## src/rtl/alu_arbiter_if.sv

```systemverilog
// Bundle of both requester channels, the shared ALU connection and status,
// seen from the arbiter (slave) and from its surroundings (master).
interface alu_arbiter_if;
  logic        req0_valid;
  logic        req0_ready;
  logic [5:0]  req0_opcode;
  logic [5:0]  req0_funct;
  logic [31:0] req0_a;
  logic [31:0] req0_b;
  logic        req1_valid;
  logic        req1_ready;
  logic [5:0]  req1_opcode;
  logic [5:0]  req1_funct;
  logic [31:0] req1_a;
  logic [31:0] req1_b;
  logic        rsp0_valid;
  logic        rsp0_ready;
  logic [31:0] rsp0_result;
  logic        rsp0_zero;
  logic        rsp0_div0;
  logic        rsp1_valid;
  logic        rsp1_ready;
  logic [31:0] rsp1_result;
  logic        rsp1_zero;
  logic        rsp1_div0;
  logic [5:0]  alu_opcode;
  logic [5:0]  alu_funct;
  logic [31:0] alu_busA;
  logic [31:0] alu_busB;
  logic [31:0] alu_result;
  logic        alu_zero;
  logic        busy;
  logic [1:0]  fsm_state;

  modport slave (
    input  req0_valid, req0_opcode, req0_funct, req0_a, req0_b,
    input  req1_valid, req1_opcode, req1_funct, req1_a, req1_b,
    output req0_ready, req1_ready,
    output rsp0_valid, rsp0_result, rsp0_zero, rsp0_div0,
    output rsp1_valid, rsp1_result, rsp1_zero, rsp1_div0,
    input  rsp0_ready, rsp1_ready,
    output alu_opcode, alu_funct, alu_busA, alu_busB,
    input  alu_result, alu_zero,
    output busy, fsm_state
  );

  modport master (
    output req0_valid, req0_opcode, req0_funct, req0_a, req0_b,
    output req1_valid, req1_opcode, req1_funct, req1_a, req1_b,
    input  req0_ready, req1_ready,
    input  rsp0_valid, rsp0_result, rsp0_zero, rsp0_div0,
    input  rsp1_valid, rsp1_result, rsp1_zero, rsp1_div0,
    output rsp0_ready, rsp1_ready,
    input  alu_opcode, alu_funct, alu_busA, alu_busB,
    output alu_result, alu_zero,
    input  busy, fsm_state
  );
endinterface

```

## src/rtl/alu_arbiter.sv

```systemverilog
// Round-robin arbiter sharing one combinational ALU between two requesters,
// holding ALU inputs for an op-dependent number of cycles.
`ifndef FUNCT_ADD
`define FUNCT_ADD 6'h20
`endif
`ifndef FUNCT_SUB
`define FUNCT_SUB 6'h22
`endif
`ifndef FUNCT_MUL
`define FUNCT_MUL 6'h18
`endif
`ifndef FUNCT_DIV
`define FUNCT_DIV 6'h1a
`endif

module alu_arbiter #(
  parameter int MUL_CYCLES = 2,
  parameter int DIV_CYCLES = 4
) (
  input logic          clk,
  input logic          rst,
  alu_arbiter_if.slave bus
);
  // Handshakes: a transfer happens on a posedge where valid && ready are both
  // high; valid never waits for ready, and response data stays stable while
  // valid && !ready.
  typedef enum logic [1:0] {IDLE = 2'd0, EXEC = 2'd1, RESP = 2'd2} state_t;

  state_t      state;
  logic        last_grant;
  logic        grant;
  logic        sel;
  logic [15:0] count;
  logic [15:0] lat_m1;
  logic [5:0]  opcode_q;
  logic [5:0]  funct_q;
  logic [31:0] a_q;
  logic [31:0] b_q;
  logic [31:0] result_q;
  logic        zero_q;
  logic        div0_q;
  logic [1:0]  rsp_valid_q;
  logic [5:0]  sel_opcode;
  logic [5:0]  sel_funct;
  logic [31:0] sel_a;
  logic [31:0] sel_b;
  logic        sel_mul;
  logic        sel_div;
  logic        can_accept;
  logic        accept;
  logic        rsp_ready_g;

  // On a tie the port that did not win last time is chosen.
  always_comb begin
    sel        = (bus.req0_valid && bus.req1_valid) ? ~last_grant : bus.req1_valid;
    sel_opcode = sel ? bus.req1_opcode : bus.req0_opcode;
    sel_funct  = sel ? bus.req1_funct  : bus.req0_funct;
    sel_a      = sel ? bus.req1_a      : bus.req0_a;
    sel_b      = sel ? bus.req1_b      : bus.req0_b;
    sel_mul    = (sel_opcode == 6'd0) && (sel_funct == `FUNCT_MUL);
    sel_div    = (sel_opcode == 6'd0) && (sel_funct == `FUNCT_DIV);
    lat_m1     = '0;
    if (sel_mul)      lat_m1 = 16'(MUL_CYCLES - 1);
    else if (sel_div) lat_m1 = 16'(DIV_CYCLES - 1);
  end

  assign can_accept     = (state == IDLE) && !rst;
  assign bus.req0_ready = can_accept && bus.req0_valid && !sel;
  assign bus.req1_ready = can_accept && bus.req1_valid && sel;
  assign accept         = bus.req0_ready || bus.req1_ready;
  assign rsp_ready_g    = grant ? bus.rsp1_ready : bus.rsp0_ready;

  always_ff @(posedge clk) begin
    if (rst) begin
      state       <= IDLE;
      last_grant  <= 1'b1;
      grant       <= 1'b0;
      count       <= '0;
      opcode_q    <= '0;
      funct_q     <= '0;
      a_q         <= '0;
      b_q         <= '0;
      result_q    <= '0;
      zero_q      <= 1'b0;
      div0_q      <= 1'b0;
      rsp_valid_q <= 2'b00;
    end else begin
      case (state)
        IDLE: begin
          if (accept) begin
            opcode_q   <= sel_opcode;
            funct_q    <= sel_funct;
            a_q        <= sel_a;
            b_q        <= sel_b;
            grant      <= sel;
            last_grant <= sel;
            count      <= lat_m1;
            div0_q     <= sel_div && (sel_b == 32'd0);
            state      <= EXEC;
          end
        end
        EXEC: begin
          // The ALU has seen stable inputs for the full hold time here.
          if (count == 16'd0) begin
            result_q    <= bus.alu_result;
            zero_q      <= bus.alu_zero;
            rsp_valid_q <= grant ? 2'b10 : 2'b01;
            state       <= RESP;
          end else begin
            count <= count - 16'd1;
          end
        end
        RESP: begin
          if (rsp_ready_g) begin
            rsp_valid_q <= 2'b00;
            state       <= IDLE;
          end
        end
        default: state <= IDLE;
      endcase
    end
  end

  assign bus.alu_opcode  = opcode_q;
  assign bus.alu_funct   = funct_q;
  assign bus.alu_busA    = a_q;
  assign bus.alu_busB    = b_q;
  assign bus.rsp0_valid  = rsp_valid_q[0];
  assign bus.rsp1_valid  = rsp_valid_q[1];
  assign bus.rsp0_result = result_q;
  assign bus.rsp1_result = result_q;
  assign bus.rsp0_zero   = zero_q;
  assign bus.rsp1_zero   = zero_q;
  assign bus.rsp0_div0   = div0_q;
  assign bus.rsp1_div0   = div0_q;
  assign bus.busy        = (state != IDLE);
  assign bus.fsm_state   = state;
endmodule

```

## src/flat_wrapper.sv

```systemverilog
// flat-port wrapper written by rule: the top's interface ports become plain ports
module alu_arbiter_flat 
#(
  parameter int MUL_CYCLES = 2,
  parameter int DIV_CYCLES = 4
)
  (clk, rst, bus_req0_valid, bus_req0_opcode, bus_req0_funct, bus_req0_a, bus_req0_b, bus_req1_valid, bus_req1_opcode, bus_req1_funct, bus_req1_a, bus_req1_b, bus_req0_ready, bus_req1_ready, bus_rsp0_valid, bus_rsp0_result, bus_rsp0_zero, bus_rsp0_div0, bus_rsp1_valid, bus_rsp1_result, bus_rsp1_zero, bus_rsp1_div0, bus_rsp0_ready, bus_rsp1_ready, bus_alu_opcode, bus_alu_funct, bus_alu_busA, bus_alu_busB, bus_alu_result, bus_alu_zero, bus_busy, bus_fsm_state);
  alu_arbiter_if bus_i ();
  input logic clk;
  input logic rst;
  input wire logic [$bits(bus_i.req0_valid)-1:0] bus_req0_valid;
  input wire logic [$bits(bus_i.req0_opcode)-1:0] bus_req0_opcode;
  input wire logic [$bits(bus_i.req0_funct)-1:0] bus_req0_funct;
  input wire logic [$bits(bus_i.req0_a)-1:0] bus_req0_a;
  input wire logic [$bits(bus_i.req0_b)-1:0] bus_req0_b;
  input wire logic [$bits(bus_i.req1_valid)-1:0] bus_req1_valid;
  input wire logic [$bits(bus_i.req1_opcode)-1:0] bus_req1_opcode;
  input wire logic [$bits(bus_i.req1_funct)-1:0] bus_req1_funct;
  input wire logic [$bits(bus_i.req1_a)-1:0] bus_req1_a;
  input wire logic [$bits(bus_i.req1_b)-1:0] bus_req1_b;
  output wire logic [$bits(bus_i.req0_ready)-1:0] bus_req0_ready;
  output wire logic [$bits(bus_i.req1_ready)-1:0] bus_req1_ready;
  output wire logic [$bits(bus_i.rsp0_valid)-1:0] bus_rsp0_valid;
  output wire logic [$bits(bus_i.rsp0_result)-1:0] bus_rsp0_result;
  output wire logic [$bits(bus_i.rsp0_zero)-1:0] bus_rsp0_zero;
  output wire logic [$bits(bus_i.rsp0_div0)-1:0] bus_rsp0_div0;
  output wire logic [$bits(bus_i.rsp1_valid)-1:0] bus_rsp1_valid;
  output wire logic [$bits(bus_i.rsp1_result)-1:0] bus_rsp1_result;
  output wire logic [$bits(bus_i.rsp1_zero)-1:0] bus_rsp1_zero;
  output wire logic [$bits(bus_i.rsp1_div0)-1:0] bus_rsp1_div0;
  input wire logic [$bits(bus_i.rsp0_ready)-1:0] bus_rsp0_ready;
  input wire logic [$bits(bus_i.rsp1_ready)-1:0] bus_rsp1_ready;
  output wire logic [$bits(bus_i.alu_opcode)-1:0] bus_alu_opcode;
  output wire logic [$bits(bus_i.alu_funct)-1:0] bus_alu_funct;
  output wire logic [$bits(bus_i.alu_busA)-1:0] bus_alu_busA;
  output wire logic [$bits(bus_i.alu_busB)-1:0] bus_alu_busB;
  input wire logic [$bits(bus_i.alu_result)-1:0] bus_alu_result;
  input wire logic [$bits(bus_i.alu_zero)-1:0] bus_alu_zero;
  output wire logic [$bits(bus_i.busy)-1:0] bus_busy;
  output wire logic [$bits(bus_i.fsm_state)-1:0] bus_fsm_state;
  assign bus_i.req0_valid = bus_req0_valid;
  assign bus_i.req0_opcode = bus_req0_opcode;
  assign bus_i.req0_funct = bus_req0_funct;
  assign bus_i.req0_a = bus_req0_a;
  assign bus_i.req0_b = bus_req0_b;
  assign bus_i.req1_valid = bus_req1_valid;
  assign bus_i.req1_opcode = bus_req1_opcode;
  assign bus_i.req1_funct = bus_req1_funct;
  assign bus_i.req1_a = bus_req1_a;
  assign bus_i.req1_b = bus_req1_b;
  assign bus_req0_ready = bus_i.req0_ready;
  assign bus_req1_ready = bus_i.req1_ready;
  assign bus_rsp0_valid = bus_i.rsp0_valid;
  assign bus_rsp0_result = bus_i.rsp0_result;
  assign bus_rsp0_zero = bus_i.rsp0_zero;
  assign bus_rsp0_div0 = bus_i.rsp0_div0;
  assign bus_rsp1_valid = bus_i.rsp1_valid;
  assign bus_rsp1_result = bus_i.rsp1_result;
  assign bus_rsp1_zero = bus_i.rsp1_zero;
  assign bus_rsp1_div0 = bus_i.rsp1_div0;
  assign bus_i.rsp0_ready = bus_rsp0_ready;
  assign bus_i.rsp1_ready = bus_rsp1_ready;
  assign bus_alu_opcode = bus_i.alu_opcode;
  assign bus_alu_funct = bus_i.alu_funct;
  assign bus_alu_busA = bus_i.alu_busA;
  assign bus_alu_busB = bus_i.alu_busB;
  assign bus_i.alu_result = bus_alu_result;
  assign bus_i.alu_zero = bus_alu_zero;
  assign bus_busy = bus_i.busy;
  assign bus_fsm_state = bus_i.fsm_state;
  alu_arbiter #(.MUL_CYCLES(MUL_CYCLES), .DIV_CYCLES(DIV_CYCLES)) u_core (.clk(clk), .rst(rst), .bus(bus_i));
endmodule
```

## config.mk

```make
export PLATFORM = sky130hd
export DESIGN_NAME = alu_arbiter_flat
export DESIGN_NICKNAME = d
export VERILOG_FILES = /design/src/rtl/alu_arbiter_if.sv /design/src/rtl/alu_arbiter.sv /design/src/flat_wrapper.sv
export SDC_FILE = /design/constraint.sdc
export NUM_CORES = 1
export LEC_CHECK = 0
export CAP_MARGIN = 40
export CORE_AREA = 2 2 131 133
export CTS_CLUSTER_DIAMETER = 150
export DETAILED_ROUTE_END_ITERATION = 6
export DIE_AREA = 0 0 133 135
export PLACE_DENSITY = 0.77
export SLEW_MARGIN = 30
export SYNTH_ARGS = -nofsm -noshare
export SYNTH_HDL_FRONTEND = slang
export SYNTH_SLANG_ARGS = --single-unit
```

## constraint.sdc

```tcl
create_clock -name clk -period 3.1 [get_ports clk]
set_input_delay 0.62 -clock clk [delete_from_list [all_inputs] [get_ports clk]]
set_output_delay 0.62 -clock clk [all_outputs]
set_load 0.02 [all_outputs]
```

== Word level (Yosys, flattened, before mapping) ==
Index checks and enable logic that the tools add are counted.
Cells by class
  add/subtract/negate cells: 1
  equality and inequality tests: 8
  mux-type cells: 18
  bitwise logic cells: 1
  reductions and logical operators: 24
Operators with widths (number)
  $mux W32: 2
  $mux W16: 3
  $logic_not A32 Y1: 1
  $pmux W16 S2: 1
  $logic_not A16 Y1: 1
  $sub A16 B1 Y16 const B: 1
  $eq A6 B5 Y1 const B: 2
  $mux W2: 6
  $mux W6: 2
  $logic_and A1 B1 Y1: 9
  $reduce_and A3 Y1: 3
  $logic_not A6 Y1: 1
  $ne A2 B1 Y1 const B: 3
  $pmux W2 S3: 1
  $reduce_bool A2 Y1: 3
  $pmux W2 S2: 1
  $reduce_and A2 Y1: 2
  $eq A2 B1 Y1 const B: 1
  $eq A2 B2 Y1 const B: 1
  $logic_not A1 Y1: 2
  $logic_not A2 Y1: 1
  $mux W1: 2
  $ne A2 B2 Y1 const B: 1
  $logic_or A1 B1 Y1: 1
  $not A1 Y1: 1
Storage, ports and cells
  flip-flop bits (word level): 132
  output and inout bits: 151

== Longest topological paths before layout ==
Gate-level depths: netlist (run 1).
  depth after elaboration: 9
  depth in mapped cells: 9
  mapped depth without buffers: 7

== Least setup slack after synthesis (run 1) ==
Ideal clock, no wire load.
  kind: input-to-output
  from: input bus_req1_valid
  to: output bus_req1_ready
  data arrival time: 1837 ps
  setup slack: 643 ps
  cell stages on the path: 5
  path buffers: 3
  path through: a21bo_2 -> clkbuf_1 -> clkbuf_1 -> buf_1 -> nor3_1
Between the ends
  cells in the longest elaborated chain, start to end: 3
  elaborated cells on any way between the ends: 4
Ends and longest elaborated chain
  start: declaration: RTL line flat_wrapper.sv:16  | input wire logic [$bits(bus_i.req1_valid)-1:0] bus_req1_valid;
  $logic_and A1 B1 Y1: RTL line alu_arbiter.sv:55  | sel = (bus.req0_valid && bus.req1_valid) ? ~last_grant : bus.req1_valid;
  $mux W1: RTL line alu_arbiter.sv:55
  $logic_and A1 B1 Y1 (*): RTL line alu_arbiter.sv:69  | assign bus.req1_ready = can_accept && bus.req1_valid && sel;
  end: declaration: RTL line flat_wrapper.sv:22  | output wire logic [$bits(bus_i.req1_ready)-1:0] bus_req1_ready;
Every way passes the cells marked *; elsewhere a longest branch is shown, timed or not.

== Worst setup path in the final report (run 1) ==
Ends and elaborated chain as after synthesis.

==> results of run 1 <==
tightest hold or removal path: stages, from the launching register on:
cell and delay, ns:
sky130_fd_sc_hd__dfxtp_1 0.31, sky130_fd_sc_hd__nand3_1 0.06, sky130_fd_sc_hd__o21ai_1 0.05
logic make-up after synthesis:
family	Yosys count
buffers and inverters	99
DFF	132
and+or+nand+nor	394
adders and majority gates	1
xor gates and xnor gates	9
muxes	2
AOI/OAI and AO/OA	141
sequential cells by signal (all words and copies together) (netlist names):
| signal | flops |
|---|---|
| u_core.rsp_valid_q | 2 |
| u_core.grant | 1 |
| u_core.bus.rsp0_div0 | 1 |
| u_core.bus.rsp0_result | 32 |
| u_core.bus.fsm_state | 2 |
| u_core.bus.rsp0_zero | 1 |
| u_core.bus.alu_funct | 6 |
| u_core.bus.alu_busA | 32 |
| u_core.count | 16 |
| u_core.last_grant | 1 |
| u_core.bus.alu_busB | 32 |
| u_core.bus.alu_opcode | 6 |
synth_stat cells, types with 3 or more instances:
master                     count
sky130_fd_sc_hd__nand2_1     228
sky130_fd_sc_hd__dfxtp_1     132
sky130_fd_sc_hd__nor2_1       94
sky130_fd_sc_hd__a311oi_1     75
sky130_fd_sc_hd__clkbuf_1     46
sky130_fd_sc_hd__a21oi_1      43
sky130_fd_sc_hd__buf_4        34
sky130_fd_sc_hd__nor4_1       19
sky130_fd_sc_hd__nor3_1       17
sky130_fd_sc_hd__or4_1         9
sky130_fd_sc_hd__xnor2_1       8
sky130_fd_sc_hd__or3_1         7
sky130_fd_sc_hd__buf_1         6
sky130_fd_sc_hd__inv_1         6
sky130_fd_sc_hd__o21ai_0       6
sky130_fd_sc_hd__buf_2         5
sky130_fd_sc_hd__nand4_1       4
sky130_fd_sc_hd__nand3_1       3
per-stage QoR:
step                instances  area, um^2  hold slack (ns)
finish                   1293       10000            0.455
global route             1293       10000            0.486
CTS                      1292       10000            0.461
detailed placement       1260        9360            0.453
global placement         1260        9360            0.451
floorplan                 778        6010            0.459
power groups by stage:
| stage | clock [mW] | sequential (mW) | combinational, mW |
|---|---|---|---|
| global placement | 0 | 2.51 | 4.02 |
| floorplan | 0 | 2.93 | 2.04 |
| finish | 2.19 | 2.49 | 4.08 |
| CTS | 2.22 | 2.49 | 4.09 |
| global route | 2.30 | 2.55 | 4.41 |
| detailed placement | 0 | 2.52 | 4.07 |
worst max path at each step:
stage | startpoint | endpoint | slack (ns)
after floorplan | bus_req1_valid | bus_req1_ready | 0.64
after global placement | bus_req0_opcode[3] | u_core.count[1] | 0.15
after detailed placement | bus_req0_opcode[3] | u_core.count[1] | 0.17
after CTS | bus_req1_valid | bus_req1_ready | 0.28
after global routing | bus_req1_valid | bus_req1_ready | 0.23
final | bus_req1_valid | bus_req1_ready | 0.31
per-layer routing:
| metal | up-vias | track usage |
|---|---|---|
| met1 | 3003 | 0.250 |
| met4 | 0 | 0.102 |
| li1 | 3249 | - |
| met3 | 45 | 0.0923 |
| met2 | 292 | 0.396 |
| met5 | - | 0 |
final cells by class:
cell class	instances	share of cell area
multi-input cells	547	0.286
inverters	6	0.00225
clock inverters	12	0.0175
clock buffers	20	0.0465
flip-flops and latches	132	0.264
repair buffers	356	0.357
well taps	220	0.0274
==> flow_summary.toml, run 1 <==
[hold_path]
holdPathStages = 2
timing.hold.worst.start = "u_core.rsp_valid_q[1]"
hold_path_end = "u_core.rsp_valid_q[1]"
worstHoldPathType = "flip-flop to flip-flop"

[critical_path]
worstPathRequired_ns = 2.48
worst_path_most_repeated_cell = "sky130_fd_sc_hd__clkdlybuf4s50_1"
worst-path-stages = 4
crit_path_end_kind = "output port"
cp_cell_sequence = "clkdlybuf4s50_1, a21bo_2, nor3_1, clkdlybuf4s50_1"
worst_r2r_startpoint = "u_core.count[2]"
r2r_slack_ns = 0.51
worst_r2r_path_depth = 6
worstPathBufferInverterCount = 2
critical_path_s_top_delay_family = "buffers and inverters"
critical_path.reg2reg.endpoint = "u_core.bus.rsp0_result[17]"
worstPathMaxFanout = 4
critPathKind = "primary input to output port"
worstPathArrival_ns = 2.17
crit_path_top_delay_cell = "sky130_fd_sc_hd__clkdlybuf4s50_1"
critical_path.max_stage_delay_ns = 0.64
critPathLaunchType = "primary input"

[synthesis]
async_flop_share = 0
synth_adder_area_share = 0.00208
post_synth_simple_gate_area = 0.280
synth-edff-count = 0
synth_top_cells_by_area = "sky130_fd_sc_hd__dfxtp_1, sky130_fd_sc_hd__nand2_1, sky130_fd_sc_hd__a311oi_1"
synth-warning-count = 0
mappedNetlistArea_um2 = 6010
yosys_register_bits = 132
synth.area.mux_share = 0.00333
synth_largest_type_area_fraction = 0.440
synthesis.nets = 970
netlist_instances = 778
ys_types = 49
synth_compound_gate_area_share = 0.175
seq_area_frac_synth = 0.440
synth-main-ff-cell = "sky130_fd_sc_hd__dfxtp_1"
main_combinational_cell_family_by_area_after_synthesis = "simple AND/OR/NAND/NOR gates"
synth-xor-area-share = 0.0131
synth.avg_cell_area_um2 = 7.72
synth_top_area_cell = "sky130_fd_sc_hd__dfxtp_1"

[placement]
worst_setup_slack_before_clock_tree_synthesis_ns = 0.166
place_congestion = 0.882
io_buffers = 341
dp_hpwl_um = 15700

[sta]
setup_tns_ns = 0
timing.final.max_slew_violations = 0
rsz0062_at_grt = "no"
max_slew.worst_pin.slew_ns = 0.604
timing.final.crit_period_ns = 2.79
timing.max_slew.rel_slack = 0.597
max_clock_freq_ghz = 0.358
setup-violations-final = 0
hold_fails_final_rpt = 0
setup_slack_ns = 0.309
finalClockSkew_ns = 0.00826
finalCritPeriodShare = 0.900

[layout]
layout_common_cells = "sky130_fd_sc_hd__clkdlybuf4s50_1, sky130_fd_sc_hd__nand2_1, sky130_fd_sc_hd__dfxtp_1, sky130_fd_sc_hd__nor2_1, sky130_fd_sc_hd__a311oi_1"
seqCellArea_um2 = 2640
drive_above_1_share = 0.0550
num-fill-cells = 1465
syn_to_final_growth_pct = 67.0
final_common_cell = "sky130_fd_sc_hd__clkdlybuf4s50_1"
multiInputGateArea_um2 = 2870
layout.nets = 1252
final_util = 0.611
diodes = 0

[detailed_routing]
drtPass1Iterations = 5
met1_wirelength_um = 8230
drt_iter0_markers = 342
wire_length_on_met2_um = 10400
num_vias = 6589
route.detailed.drc = 0
wl_met3_um = 1920
wirelength_um = 21300
ant_nets = 0
routed.top_layer = "met4"
per_cell_routed_wire_length_um = 16.5
via_per_inst = 5.10

[clock_network]
cts_hold_repair.buffers = 0
post_cts.repair.setup_buffers = 0
cts_root_buf = "sky130_fd_sc_hd__clkbuf_16"
cts-root-to-sink-buffers = 2
cts_num_sinks = 132
insertion_delay_ns = 0.41
clk_pin_slew_ns = 0.06
cts_resized = 0
cts_max_level = 4
clock_tree_from_tritoncts = "done"
tritoncts.num_buffers = 17

[global_routing]
grt_start_max_net_pins = 91
grt_first_pass_wirelength_um = 32500
number_of_global_route_vias_before_repair = 6233
number_of_antenna_violations_at_the_first_check_in_global_routing = 0
globalRoute.totalOverflow = 0
grt_usage = 0.230

[floorplanning]
core-area_um2 = 16400
chipHeight_um = 135
design.portCount = 342
rows = 47
die-width_um = 133
start_util = 0.366
die_footprint_um2 = 18000

[power_and_ir_drop]
finalPower_mw = 8.76
share_seq_of_total_power = 0.284
power.share.clock = 0.250
power.switching_fraction = 0.382
p_switching_mw = 3.35
intPower_mw = 5.41
pwr-share-comb = 0.466
max-vdd-ir-drop_uv = 436
power-per-cell-area_nw_per_um2 = 873
power_leakage_nw = 3.63

[outcome]
outcome = "complete, no violations"

[run]
drv_cap = 0
Power figures use the tool's default switching activity.
==> inputs of run 2 (changes only) <==
--- a/config.mk
+++ b/config.mk
@@ -5,12 +5,13 @@
 export SDC_FILE = /design/constraint.sdc
 export NUM_CORES = 1
 export LEC_CHECK = 0
-export CAP_MARGIN = 40
-export CORE_AREA = 2 2 131 133
+export ABC_AREA = 1
+export CAP_MARGIN = 0
+export CORE_AREA = 2 2 133 135
 export CTS_CLUSTER_DIAMETER = 150
 export DETAILED_ROUTE_END_ITERATION = 6
-export DIE_AREA = 0 0 133 135
-export PLACE_DENSITY = 0.77
+export DIE_AREA = 0 0 135 137
+export PLACE_DENSITY = 0.76
 export SLEW_MARGIN = 30
 export SYNTH_ARGS = -nofsm -noshare
 export SYNTH_HDL_FRONTEND = slang
==> constraint.sdc (replaced) <==
create_clock -name clk -period 3.06 [get_ports clk]
set_input_delay 0.612 -clock clk [delete_from_list [all_inputs] [get_ports clk]]
set_output_delay 0.612 -clock clk [all_outputs]
set_load 0.02 [all_outputs]
==> run 2 against run 1 <==
- sequential power hardly changed
- critical path type unchanged
- cell count is 8.3% higher
- utilization down 1.7 points
- largest power group unchanged
- sequential share of layout area decreased by 0.28 points
- highest routed layer unchanged
- sequential cell count did not move
- setup slack got worse by 0.010 ns
==> flow_summary.toml, run 2 <==
[layout]
final_common_cell = "sky130_fd_sc_hd__clkdlybuf4s50_1"
drive_above_1_share = 0.0528
final_util = 0.594
layout_common_cells = "sky130_fd_sc_hd__clkdlybuf4s50_1, sky130_fd_sc_hd__nand2_1, sky130_fd_sc_hd__dfxtp_1, sky130_fd_sc_hd__o21ai_0, sky130_fd_sc_hd__nor2_1"
layout.nets = 1353
syn_to_final_growth_pct = 65.6

[clock_network]
post_cts.repair.setup_buffers = 0
cts_root_buf = "sky130_fd_sc_hd__clkbuf_16"
cts_hold_repair.buffers = 0
cts_resized = 0
cts_num_sinks = 132
cts-root-to-sink-buffers = 2
cts_max_level = 4
tritoncts.num_buffers = 17
clock_tree_from_tritoncts = "done"
clk_pin_slew_ns = 0.06
insertion_delay_ns = 0.41

[sta]
setup_slack_ns = 0.299
finalClockSkew_ns = 0.0102
timing.final.max_slew_violations = 0
finalCritPeriodShare = 0.902
hold_fails_final_rpt = 0
max_clock_freq_ghz = 0.362
setup-violations-final = 0
rsz0062_at_grt = "no"
setup_tns_ns = 0
timing.max_slew.rel_slack = 0.456
timing.final.crit_period_ns = 2.76
max_slew.worst_pin.slew_ns = 0.815

[global_routing]
number_of_global_route_vias_before_repair = 6355
grt_start_max_net_pins = 82
number_of_antenna_violations_at_the_first_check_in_global_routing = 1
grt_usage = 0.222
grt_first_pass_wirelength_um = 32200
globalRoute.totalOverflow = 0

[critical_path]
crit_path_end_kind = "output port"
worstPathMaxFanout = 12
critical_path.max_stage_delay_ns = 0.63
critPathKind = "primary input to output port"
worstPathArrival_ns = 2.15
critical_path_s_top_delay_family = "buffers and inverters"
crit_path_top_delay_cell = "sky130_fd_sc_hd__clkdlybuf4s50_1"
worstPathRequired_ns = 2.45
critPathLaunchType = "primary input"
worstPathBufferInverterCount = 3
worst_path_most_repeated_cell = "sky130_fd_sc_hd__clkdlybuf4s50_1"
cp_cell_sequence = "clkdlybuf4s50_1, nand2_1, nand2_4, inv_1, nor2_1, clkdlybuf4s50_1"

[synthesis]
synthMostInstantiatedCell = "sky130_fd_sc_hd__nand2_1"
netlist_instances = 877
synth_top_cells_by_area = "sky130_fd_sc_hd__dfxtp_1, sky130_fd_sc_hd__nand2_1, sky130_fd_sc_hd__o21ai_0"
synthesis.nets = 1069
async_flop_share = 0
synth-warning-count = 0
yosys_register_bits = 132
ys_types = 32
synth.avg_cell_area_um2 = 6.98
synth_top_area_cell = "sky130_fd_sc_hd__dfxtp_1"
synth-main-ff-cell = "sky130_fd_sc_hd__dfxtp_1"
mappedNetlistArea_um2 = 6120
synth_largest_type_area_fraction = 0.432
post_synth_most_frequent_cells = "sky130_fd_sc_hd__nand2_1, sky130_fd_sc_hd__dfxtp_1, sky130_fd_sc_hd__o21ai_0, sky130_fd_sc_hd__nor2_1, sky130_fd_sc_hd__a31oi_1"
seq_area_frac_synth = 0.432
synth-edff-count = 0

[placement]
io_buffers = 341
dp_hpwl_um = 15600
place_congestion = 0.853
worst_setup_slack_before_clock_tree_synthesis_ns = 0.283

[detailed_routing]
ant_nets = 0
wirelength_um = 20900
drtPass1Iterations = 5
via_per_inst = 4.81
route.detailed.drc = 0
num_vias = 6737
drt_iter0_markers = 283
per_cell_routed_wire_length_um = 14.9

[floorplanning]
core-area_um2 = 17100
start_util = 0.359
chipHeight_um = 137
design.portCount = 342
die_footprint_um2 = 18500
die-width_um = 135
rows = 48

[power_and_ir_drop]
power_leakage_nw = 4.23
power-per-cell-area_nw_per_um2 = 857
max-vdd-ir-drop_uv = 460

[outcome]
outcome = "complete, no violations"

[run]
drv_cap = 0

[hold_path]
worstHoldPathType = "flip-flop to flip-flop"
run 2: cell types whose count changed in the layout (fill, tap and decap cells not counted), sizes merged, moves of 19 or more:
cell and change:
o21ai +129, a311oi -75, a31oi +50, inv +43, nor2 +31, nand3 +24
nand2 -23, nor4 -19
run 2: path summary, 6_finish.rpt:
path                           startpoint  slack, ns                          to  cells past startpoint
setup reg to reg          u_core.count[0]       0.96  u_core.bus.rsp0_result[14]                      8
hold reg to reg   u_core.bus.alu_funct[4]       0.47     u_core.bus.alu_funct[4]                      2
hold / removal    u_core.bus.alu_funct[4]       0.47     u_core.bus.alu_funct[4]                      2
setup / recovery           bus_req0_valid       0.30              bus_req0_ready                      6
run 2: cell type report:
class / count / area (um^2)
fill: 1626 / 6920
clock buffer: 21 / 480
antenna: 1 / 2.50
multi-input combinational: 605 / 2780
timing repair buffer: 354 / 3560
clock inverter: 11 / 198
sequential: 132 / 2640
inverter: 51 / 191
tap: 225 / 282
run 2: worst register-to-register path, stage by stage, from the launching register on:
cell and delay [ns]:
sky130_fd_sc_hd__dfxtp_1 0.31, sky130_fd_sc_hd__inv_1 0.09, sky130_fd_sc_hd__ha_1 0.18, sky130_fd_sc_hd__nand2_1 0.10, sky130_fd_sc_hd__nor3_1 0.26, sky130_fd_sc_hd__nand3_1 0.15, sky130_fd_sc_hd__inv_1 0.64, sky130_fd_sc_hd__o21ai_0 0.16
sky130_fd_sc_hd__nor2_1 0.14
run 2: logic make-up after synthesis:
kind of cell,synth area share
compound gates,0.198
xor+xnor,0.00572
fa+ha+maj,0.00204
buf+inv,0.115
flops,0.432
simple gates,0.248
run 2: layer usage:
| layer | part of all wire | GRT usage |
|---|---|---|
| met1 | 0.39 | 0.245 |
| met3 | 0.099 | 0.0852 |
| met2 | 0.47 | 0.375 |
| met5 | 0 | 0 |
| met4 | 0.034 | 0.108 |
run 2: through the flow:
step           hold WS [ns]  power, mW  instances  area, um^2
3_3_place_gp          0.456       6.37       1366        9440
5_1_grt               0.496       9.23       1400       10100
4_1_cts               0.468       8.76       1399       10100
6_report              0.465       8.68       1400       10100
3_5_place_dp          0.460       6.42       1367        9460
2_1_floorplan         0.429       4.89        877        6120
run 2: power breakdown:
group | internal [mW] | switching [mW] | total [mW]
registers | 2.20 | 0.316 | 2.52
logic | 1.70 | 2.16 | 3.86
clock network | 1.54 | 0.768 | 2.31
total | 5.44 | 3.24 | 8.68
